===== src/rtl/rr_arbiter_8.sv =====
// -----------------------------------------------------------------------------
// rr_arbiter_8
//   Round-robin arbiter sharing one resource among 8 requesters. The grant is
//   registered and stays with its owner while the owner keeps requesting. A
//   hold limit forces rotation so a busy requester cannot starve the others.
//
// Parameters
//   MAX_HOLD     max consecutive cycles one grant may stay asserted (0..255),
//                0 = unlimited
// Ports
//   clk          system clock, rising edge
//   rst_n        asynchronous active-low reset
//   en           arbiter enable; low releases the grant and blocks new ones
//   req[7:0]     request vector, held high while wanting/using the resource
//   gnt[7:0]     one-hot grant, zero when idle
//   gnt_idx[2:0] encoded index of the granted requester, zero when idle
//   gnt_valid    high when gnt is nonzero
//   hold_expired one-cycle pulse after a forced release by MAX_HOLD
// -----------------------------------------------------------------------------
module rr_arbiter_8 #(
   parameter int unsigned MAX_HOLD = 16
) (
   input  logic       clk,
   input  logic       rst_n,
   input  logic       en,
   input  logic [7:0] req,
   output logic [7:0] gnt,
   output logic [2:0] gnt_idx,
   output logic       gnt_valid,
   output logic       hold_expired
);

   localparam logic [7:0] HOLD_LIM = 8'(MAX_HOLD);
   localparam bit         HOLD_EN  = (MAX_HOLD != 0);

   typedef enum logic {IDLE, GRANT} state_t;

   state_t     state;
   logic [2:0] ptr;
   logic [7:0] hold_cnt;

   logic       rel_en, rel_req, rel_hold, release_now;
   logic [2:0] search_ptr;
   logic       win_found;
   logic [2:0] win_idx;
   logic [7:0] win_oh;

   // Release causes for the current owner, in priority order en > req > hold.
   always_comb begin
      rel_en      = !en;
      rel_req     = !req[gnt_idx];
      rel_hold    = HOLD_EN && (hold_cnt == HOLD_LIM);
      release_now = (state == GRANT) && (rel_en || rel_req || rel_hold);
   end

   // On a release the search starts just past the old owner, so re-arbitration
   // at the same edge already sees the rotated pointer.
   always_comb begin
      search_ptr = release_now ? (gnt_idx + 3'd1) : ptr;
   end

   // Circular first-set search starting at search_ptr.
   always_comb begin
      logic [2:0] cand;
      win_found = 1'b0;
      win_idx   = 3'd0;
      cand      = 3'd0;
      for (int i = 0; i < 8; i++) begin
         cand = search_ptr + i[2:0];
         if (!win_found && req[cand]) begin
            win_found = 1'b1;
            win_idx   = cand;
         end
      end
      win_oh = 8'd1 << win_idx;
   end

   always_ff @(posedge clk or negedge rst_n) begin
      if (!rst_n) begin
         state        <= IDLE;
         ptr          <= 3'd0;
         hold_cnt     <= 8'd0;
         gnt          <= 8'd0;
         gnt_idx      <= 3'd0;
         gnt_valid    <= 1'b0;
         hold_expired <= 1'b0;
      end else begin
         hold_expired <= 1'b0;
         case (state)
            IDLE: begin
               if (en && win_found) begin
                  state     <= GRANT;
                  gnt       <= win_oh;
                  gnt_idx   <= win_idx;
                  gnt_valid <= 1'b1;
                  hold_cnt  <= 8'd1;
               end
            end
            GRANT: begin
               if (release_now) begin
                  ptr          <= search_ptr;
                  hold_expired <= rel_hold && !rel_en && !rel_req;
                  if (en && win_found) begin
                     // Back-to-back handoff, possibly to the same owner.
                     gnt       <= win_oh;
                     gnt_idx   <= win_idx;
                     gnt_valid <= 1'b1;
                     hold_cnt  <= 8'd1;
                  end else begin
                     state     <= IDLE;
                     gnt       <= 8'd0;
                     gnt_idx   <= 3'd0;
                     gnt_valid <= 1'b0;
                     hold_cnt  <= 8'd0;
                  end
               end else if (hold_cnt != 8'hFF) begin
                  hold_cnt <= hold_cnt + 8'd1;
               end
            end
            default: state <= IDLE;
         endcase
      end
   end

endmodule

===== config.mk =====
export PLATFORM = sky130hd
export DESIGN_NAME = rr_arbiter_8
export DESIGN_NICKNAME = d
export VERILOG_FILES = /design/src/rtl/rr_arbiter_8.sv
export SDC_FILE = /design/constraint.sdc
export NUM_CORES = 1
export LEC_CHECK = 0
export ABC_AREA = 1
export ABC_CLOCK_PERIOD_IN_PS = 3400
export CAP_MARGIN = 20
export CORE_ASPECT_RATIO = 0.5
export CORE_MARGIN = 1
export CORE_UTILIZATION = 45
export DETAILED_ROUTE_END_ITERATION = 10
export PLACE_DENSITY = 0.78
export REMOVE_ABC_BUFFERS = 1
export SLEW_MARGIN = 10
export SYNTH_ARGS = -nofsm -noshare
export SYNTH_HDL_FRONTEND = slang
export SYNTH_SLANG_ARGS = --single-unit
export TNS_END_PERCENT = 30

===== constraint.sdc =====
create_clock -name clk -period 3.4 [get_ports clk]
set_input_delay 0.34 -clock clk [delete_from_list [all_inputs] [get_ports clk]]
set_output_delay 0.34 -clock clk [all_outputs]
set_load 0.1 [all_outputs]

Word level (Yosys, flattened, before mapping)
Cells that the tools add are included.

Eq/ne operators: 5. Reductions and logical operators: 25. Add/sub/neg operators: 9. Shift-type cells: 1. Bitwise gates (word level): 1. Muxes and demuxes: 56. Magnitude comparators: 9.

Operators by type and width (count): $mux W8 (6); $lt A3 B4 Y1 const B (9); $mux W3 (12); $pmux W8 S2 (2); $bmux W1 S3 (9); $mux W1 (24); $add A3 B3 Y3 const B (4); $logic_and A1 B1 Y1 (11); $logic_not A1 Y1 (9); $add A8 B1 Y8 const B (1); $eq A8 B5 Y1 const B (1); $ne A8 B8 Y1 const B (1); $shl A1 B3 Y8 const A (1); $add A3 B1 Y3 const B (2); $add A3 B2 Y3 const B (2); $pmux W3 S2 (1); $reduce_and A2 Y1 (3); $pmux W1 S2 (2); $ne A3 B1 Y1 const B (1); $logic_or A1 B1 Y1 (2); $ne A2 B1 Y1 const B (1); $ne A2 B2 Y1 const B (1); $not A1 Y1 (1).

Logic and storage cells: 113. Input port bits: 11. Output and inout port bits: 13. Flip-flop bits (word level): 25.

Depth between registers and ports, before layout
Depth in word-level cells: 35. Gate-level depth with buffers: 28. Gate-level depth less buffers: 28.

Least setup slack after synthesis
Ideal clock, no wire load.

Kind: flip-flop to flip-flop. From: register gnt_idx[0]. To: register gnt_idx[1]. Period minus slack after synthesis: 3801 ps. Slack: -401 ps. Stages on the path, launching flop included: 27. Required time: 3323 ps. Library setup time: 77 ps. Path buffers: 2. Arrival: 3724 ps. Cells stage by stage: dfrtp_1 -> inv_2 -> nand2_1 -> nand3_1 -> nand3_2 -> nand4_4 -> nand2_4 -> nand2_2 -> nand2_2 -> inv_2 -> ha_1 -> buf_2 -> inv_1 -> nand3_2 -> nand2_1 -> nand2_1 -> nand2_2 -> nor2_4 -> nand4_2 -> nor2_4 -> nand3_2 -> nand2_2 -> nand2_4 -> nand2_4 -> buf_6 -> nand2_1 -> o21ai_1.

Longest elaborated chain between the ends: 35. Elaborated cells between the ends (all ways): 69. Classes of those cells: add/sub (8); eq/ne (2); mux (39); reduce/logical (20).

Ends and longest elaborated chain: from (decl) (RTL line 28) `output logic [2:0] gnt_idx,`; from (signal assigned) (RTL line 94) `gnt_idx <= win_idx;`; from (signal assigned) (RTL line 106) `gnt_idx <= win_idx;`; branches (longest 35 deep; another with $add A3 B1 Y3).

Parallel ways; which one is timed is not known. The select of a mux whose other input is x is not followed. A chain may end at the register's enable or synchronous reset.

Final worst setup path
From: register hold_cnt[1]. To: register gnt[6].

Longest elaborated chain between the ends: 32. Elaborated cells between the ends (all ways): 66. Classes of those cells: add/sub (7); eq/ne (3); shift (1); mux (37); reduce/logical (18).

Ends and longest elaborated chain: from (decl) (RTL line 40) `logic [7:0] hold_cnt;`; from (signal assigned) (RTL line 117) `hold_cnt <= hold_cnt + 8'd1;`; $eq A8 B5 Y1 * (RTL line 52) `rel_hold = HOLD_EN && (hold_cnt == HOLD_LIM);`; $logic_or A1 B1 Y1 * (RTL line 53) `release_now = (state == GRANT) && (rel_en || rel_req || rel_hold);`; $logic_and A1 B1 Y1 * (RTL line 53); branches (longest 29 deep; another with $add A3 B1 Y3); to (signal assigned) (RTL line 93) `gnt <= win_oh;`; to (signal assigned) (RTL line 105) `gnt <= win_oh;`; to (decl) (RTL line 27) `output logic [7:0] gnt,`.

Every way passes the cells marked *. The select of a mux whose other input is x is not followed.

==> summary.txt <==
Logic synthesis
  – Distinct cell type count after synthesis: 31
  – Synth warn: 0
  – Syn Area/Cell: 6.650 sq um
  – Sequential area share after synthesis: 27.67%
  – #FFs+latches synth: 25
  – Synthesized area: 2261 sq um
  – Synthesized instance count: 340

Die
  – Die Height: 52.12 microns
  – Core area: 4616 sq um
  – Die area: 5329 sq um
  – Initial Util: 48.98%
  – Row count: 17
  – Die W: 102.2 microns
  – # IOs: 24

Detailed routing
  – Router iterations before antenna repair: 5
  – Vias/cell: 5.646
  – 1st-iter DRT viols: 169
  – Remaining DRCs: 0
  – ANT nets after route: 0
  – WL per Instance: 15.86 microns
  – WL final: 7.564 mm
  – Routed vias: 2693

STA
  – Worst relative slew slack: 33.74%
  – Setup WS post-layout: -0.02603 ns
  – Worst Skew: 0.01044 ns
  – Hold slack: 0.03901 ns
  – Slew Viols, Final: 0
  – Final Hold Viols: 0
  – Final setup vio count: 1
  – Max Freq: 291.9 MHz
  – Fin crit share: 100.8%
  – Actual slew at the worst max-slew pin: 0.9908 ns
  – Tmin final: 3.426 ns
  – RSZ-0062 raised after global routing: true

Clock network
  – Clk Latency, worst-skew pair: 0.28 ns
  – Maximum root-to-sink buffer count: 2
  – Num CTS Buffers: 3
  – CTS tree: done
  – H-tree Lvls: 1
  – Clk sinks: 25
  – Clk root buf: clkbuf_8
  – Clk slew on worst S/H paths: 0.10 ns

Setup path
  – Largest stage delay, worst path: 0.41 ns
  – CP delay by family, top: simple AND/OR/NAND/NOR gates
  – Most used cell, CP: nand2_2
  – Crit path cell chain: inv_2, ha_4, nand2_2, nor3_2, nand2_2, nand4_4, nand2_4, nand2_4, nand2_4, ha_4, buf_6, nand3_2, nand2_1, nand2_1, nand2_2, inv_2, nor2_4, nand4_1, nand3_1, nand2_2, nand2_4, nand2_2, o21ai_1
  – Worst path slowest cell: dfrtp_1
  – Critical Path RT: 3.60 ns
  – Startpoint types: flop
  – Crit. End Element: flop
  – Worst path bufs/invs: 3
  – Worst-path maximum fanout: 7
  – CP Data Arrival Time: 3.62 ns
  – Crit Path Category: reg2reg

Place
  – RD Place Congestion: 0.9547
  – Placed insts: 457
  – Pre-CTS setup slack: -0.1832 ns
  – Final HPWL from detailed placement: 4.926 mm
  – # port buffers: 23

Final layout
  – # diodes: 0
  – Fin cells: 477
  – Final #Nets: 428
  – Layout fillers: 343
  – Register area: 626.9 sq um
  – Ratio of cells with drive above 1 in the final layout: 34.79%
  – Area grow syn2layout: 44.22%
  – Footprint of the multi-input gates: 1747 sq um

GRT
  – GR Overflow Total: 0
  – Largest net degree at the start of global routing: 26
  – Gr usage total: 26.16%
  – First-pass GRT wire length: 10.70 mm
  – Number of global-route vias before repair: 2369
  – Initial antenna violation count: 0

Run status
  – Failing checks: setup timing
  – Status: finished with violations

Min path
  – Worst hold-check path type: in2async

Run
  – Max-cap violations: 0
[layout by cell type (no fill, tap or decap), drive strengths merged]
cell           synthesis  layout
nand2                115     117
nand3                 81      81
buf                    6      49
inv                   40      40
dfrtp                 25      25
clkdlybuf4s50          0      22
nor2                  21      21
nand4                 13      13
o21ai                 12      12
nor3                   6       6
ha                     5       5
clkbuf                 0       3
a21oi                  3       3
xnor2                  2       2
nand3b                 2       2
o22ai                  2       2
or2                    2       2
xor2                   2       2
o21bai                 1       1
o31ai                  1       1
nor4                   1       1
clkinv                 0       1
[synthesized netlist by cell type, drive strengths merged]
library cell | number | area [sq um]
dfrtp | 25 | 625.6
nor4 | 1 | 6.260
o31ai | 1 | 7.510
xnor2 | 2 | 17.52
nor3 | 6 | 30.03
a21oi | 3 | 15.01
o21bai | 1 | 7.510
or2 | 2 | 12.51
o21ai | 12 | 60.06
nand4 | 13 | 102.6
nor2 | 21 | 101.3
inv | 40 | 150.2
o22ai | 2 | 12.51
ha | 5 | 62.56
nand2 | 115 | 499.2
buf | 6 | 50.04
nand3b | 2 | 15.01
nand3 | 81 | 460.5
xor2 | 2 | 25.03
[state kept, by name (all words and copies together) (netlist names)]
name / cells
gnt: 8
gnt_valid: 1
gnt_idx: 3
state: 1
hold_cnt: 8
hold_expired: 1
ptr: 3
[layout make-up]
cell class / instances / area share (%)
timing repair buffer: 71 / 18.19
clock buffer: 3 / 1.266
tap: 66 / 2.533
clock inverter: 1 / 0.1535
sequential: 25 / 19.22
inverter: 40 / 5.065
multi-input combinational: 271 / 53.57
[worst paths after layout]
check / from / to / slack (ns) / depth (start not counted)
min in group clk: gnt[1]$_DFFE_PN0P_ / gnt[1]$_DFFE_PN0P_ / 0.49 / 2
min reg2reg: gnt[1]$_DFFE_PN0P_ / gnt[1]$_DFFE_PN0P_ / 0.49 / 2
max reg2reg: hold_cnt[1]$_DFFE_PN0P_ / gnt[6]$_DFFE_PN0P_ / -0.03 / 23
max in group asynchronous: rst_n / gnt_idx[0]$_DFFE_PN0P_ / 2.96 / 1
min: rst_n / gnt_idx[1]$_DFFE_PN0P_ / 0.04 / 1
max: hold_cnt[1]$_DFFE_PN0P_ / gnt[6]$_DFFE_PN0P_ / -0.03 / 23
[metrics by stage]
stage / area (sq um) / TNS [ns] / utilization [%]
3_5_place_dp: 2779 / -2.007 / 60.21
3_3_place_gp: 2779 / -0.2195 / 60.21
6_report: 3261 / -0.02603 / 70.64
5_1_grt: 3261 / -3.351 / 70.64
4_1_cts: 2858 / -0.0002738 / 61.91
2_1_floorplan: 2211 / -9.165 / -
[what timing repair did]
item,CTS,global route
cloned,0,2
hold buffers,0,0
pin swaps,3,29
buffers inserted,2,12
gates resized for setup,4,73
endpoints found under the setup margin,6,20
hold endpoints to repair,0,0
[cells by family (layout without fill, tap and decap cells)]
kind of cell	after synthesis	after routing	synth area share, %
AOI/OAI and AO/OA	19	19	4.538
xor gates and xnor gates	4	4	1.882
DFF	25	25	27.67
buffers and inverters	46	115	8.854
adders and majority gates	5	5	2.767
and+or+nand+nor	241	243	54.29
[per-layer routing]
| metal | GRT usage [%] | part of all wire, % |
|---|---|---|
| met5 | 0 | 0 |
| met4 | 6.190 | 2.1 |
| met3 | 4.167 | 7.8 |
| met2 | 44.18 | 49 |
| met1 | 35.26 | 41 |
Power is not shown: default switching activity piles up to over one toggle a cycle in this logic, so the estimate is an artifact.
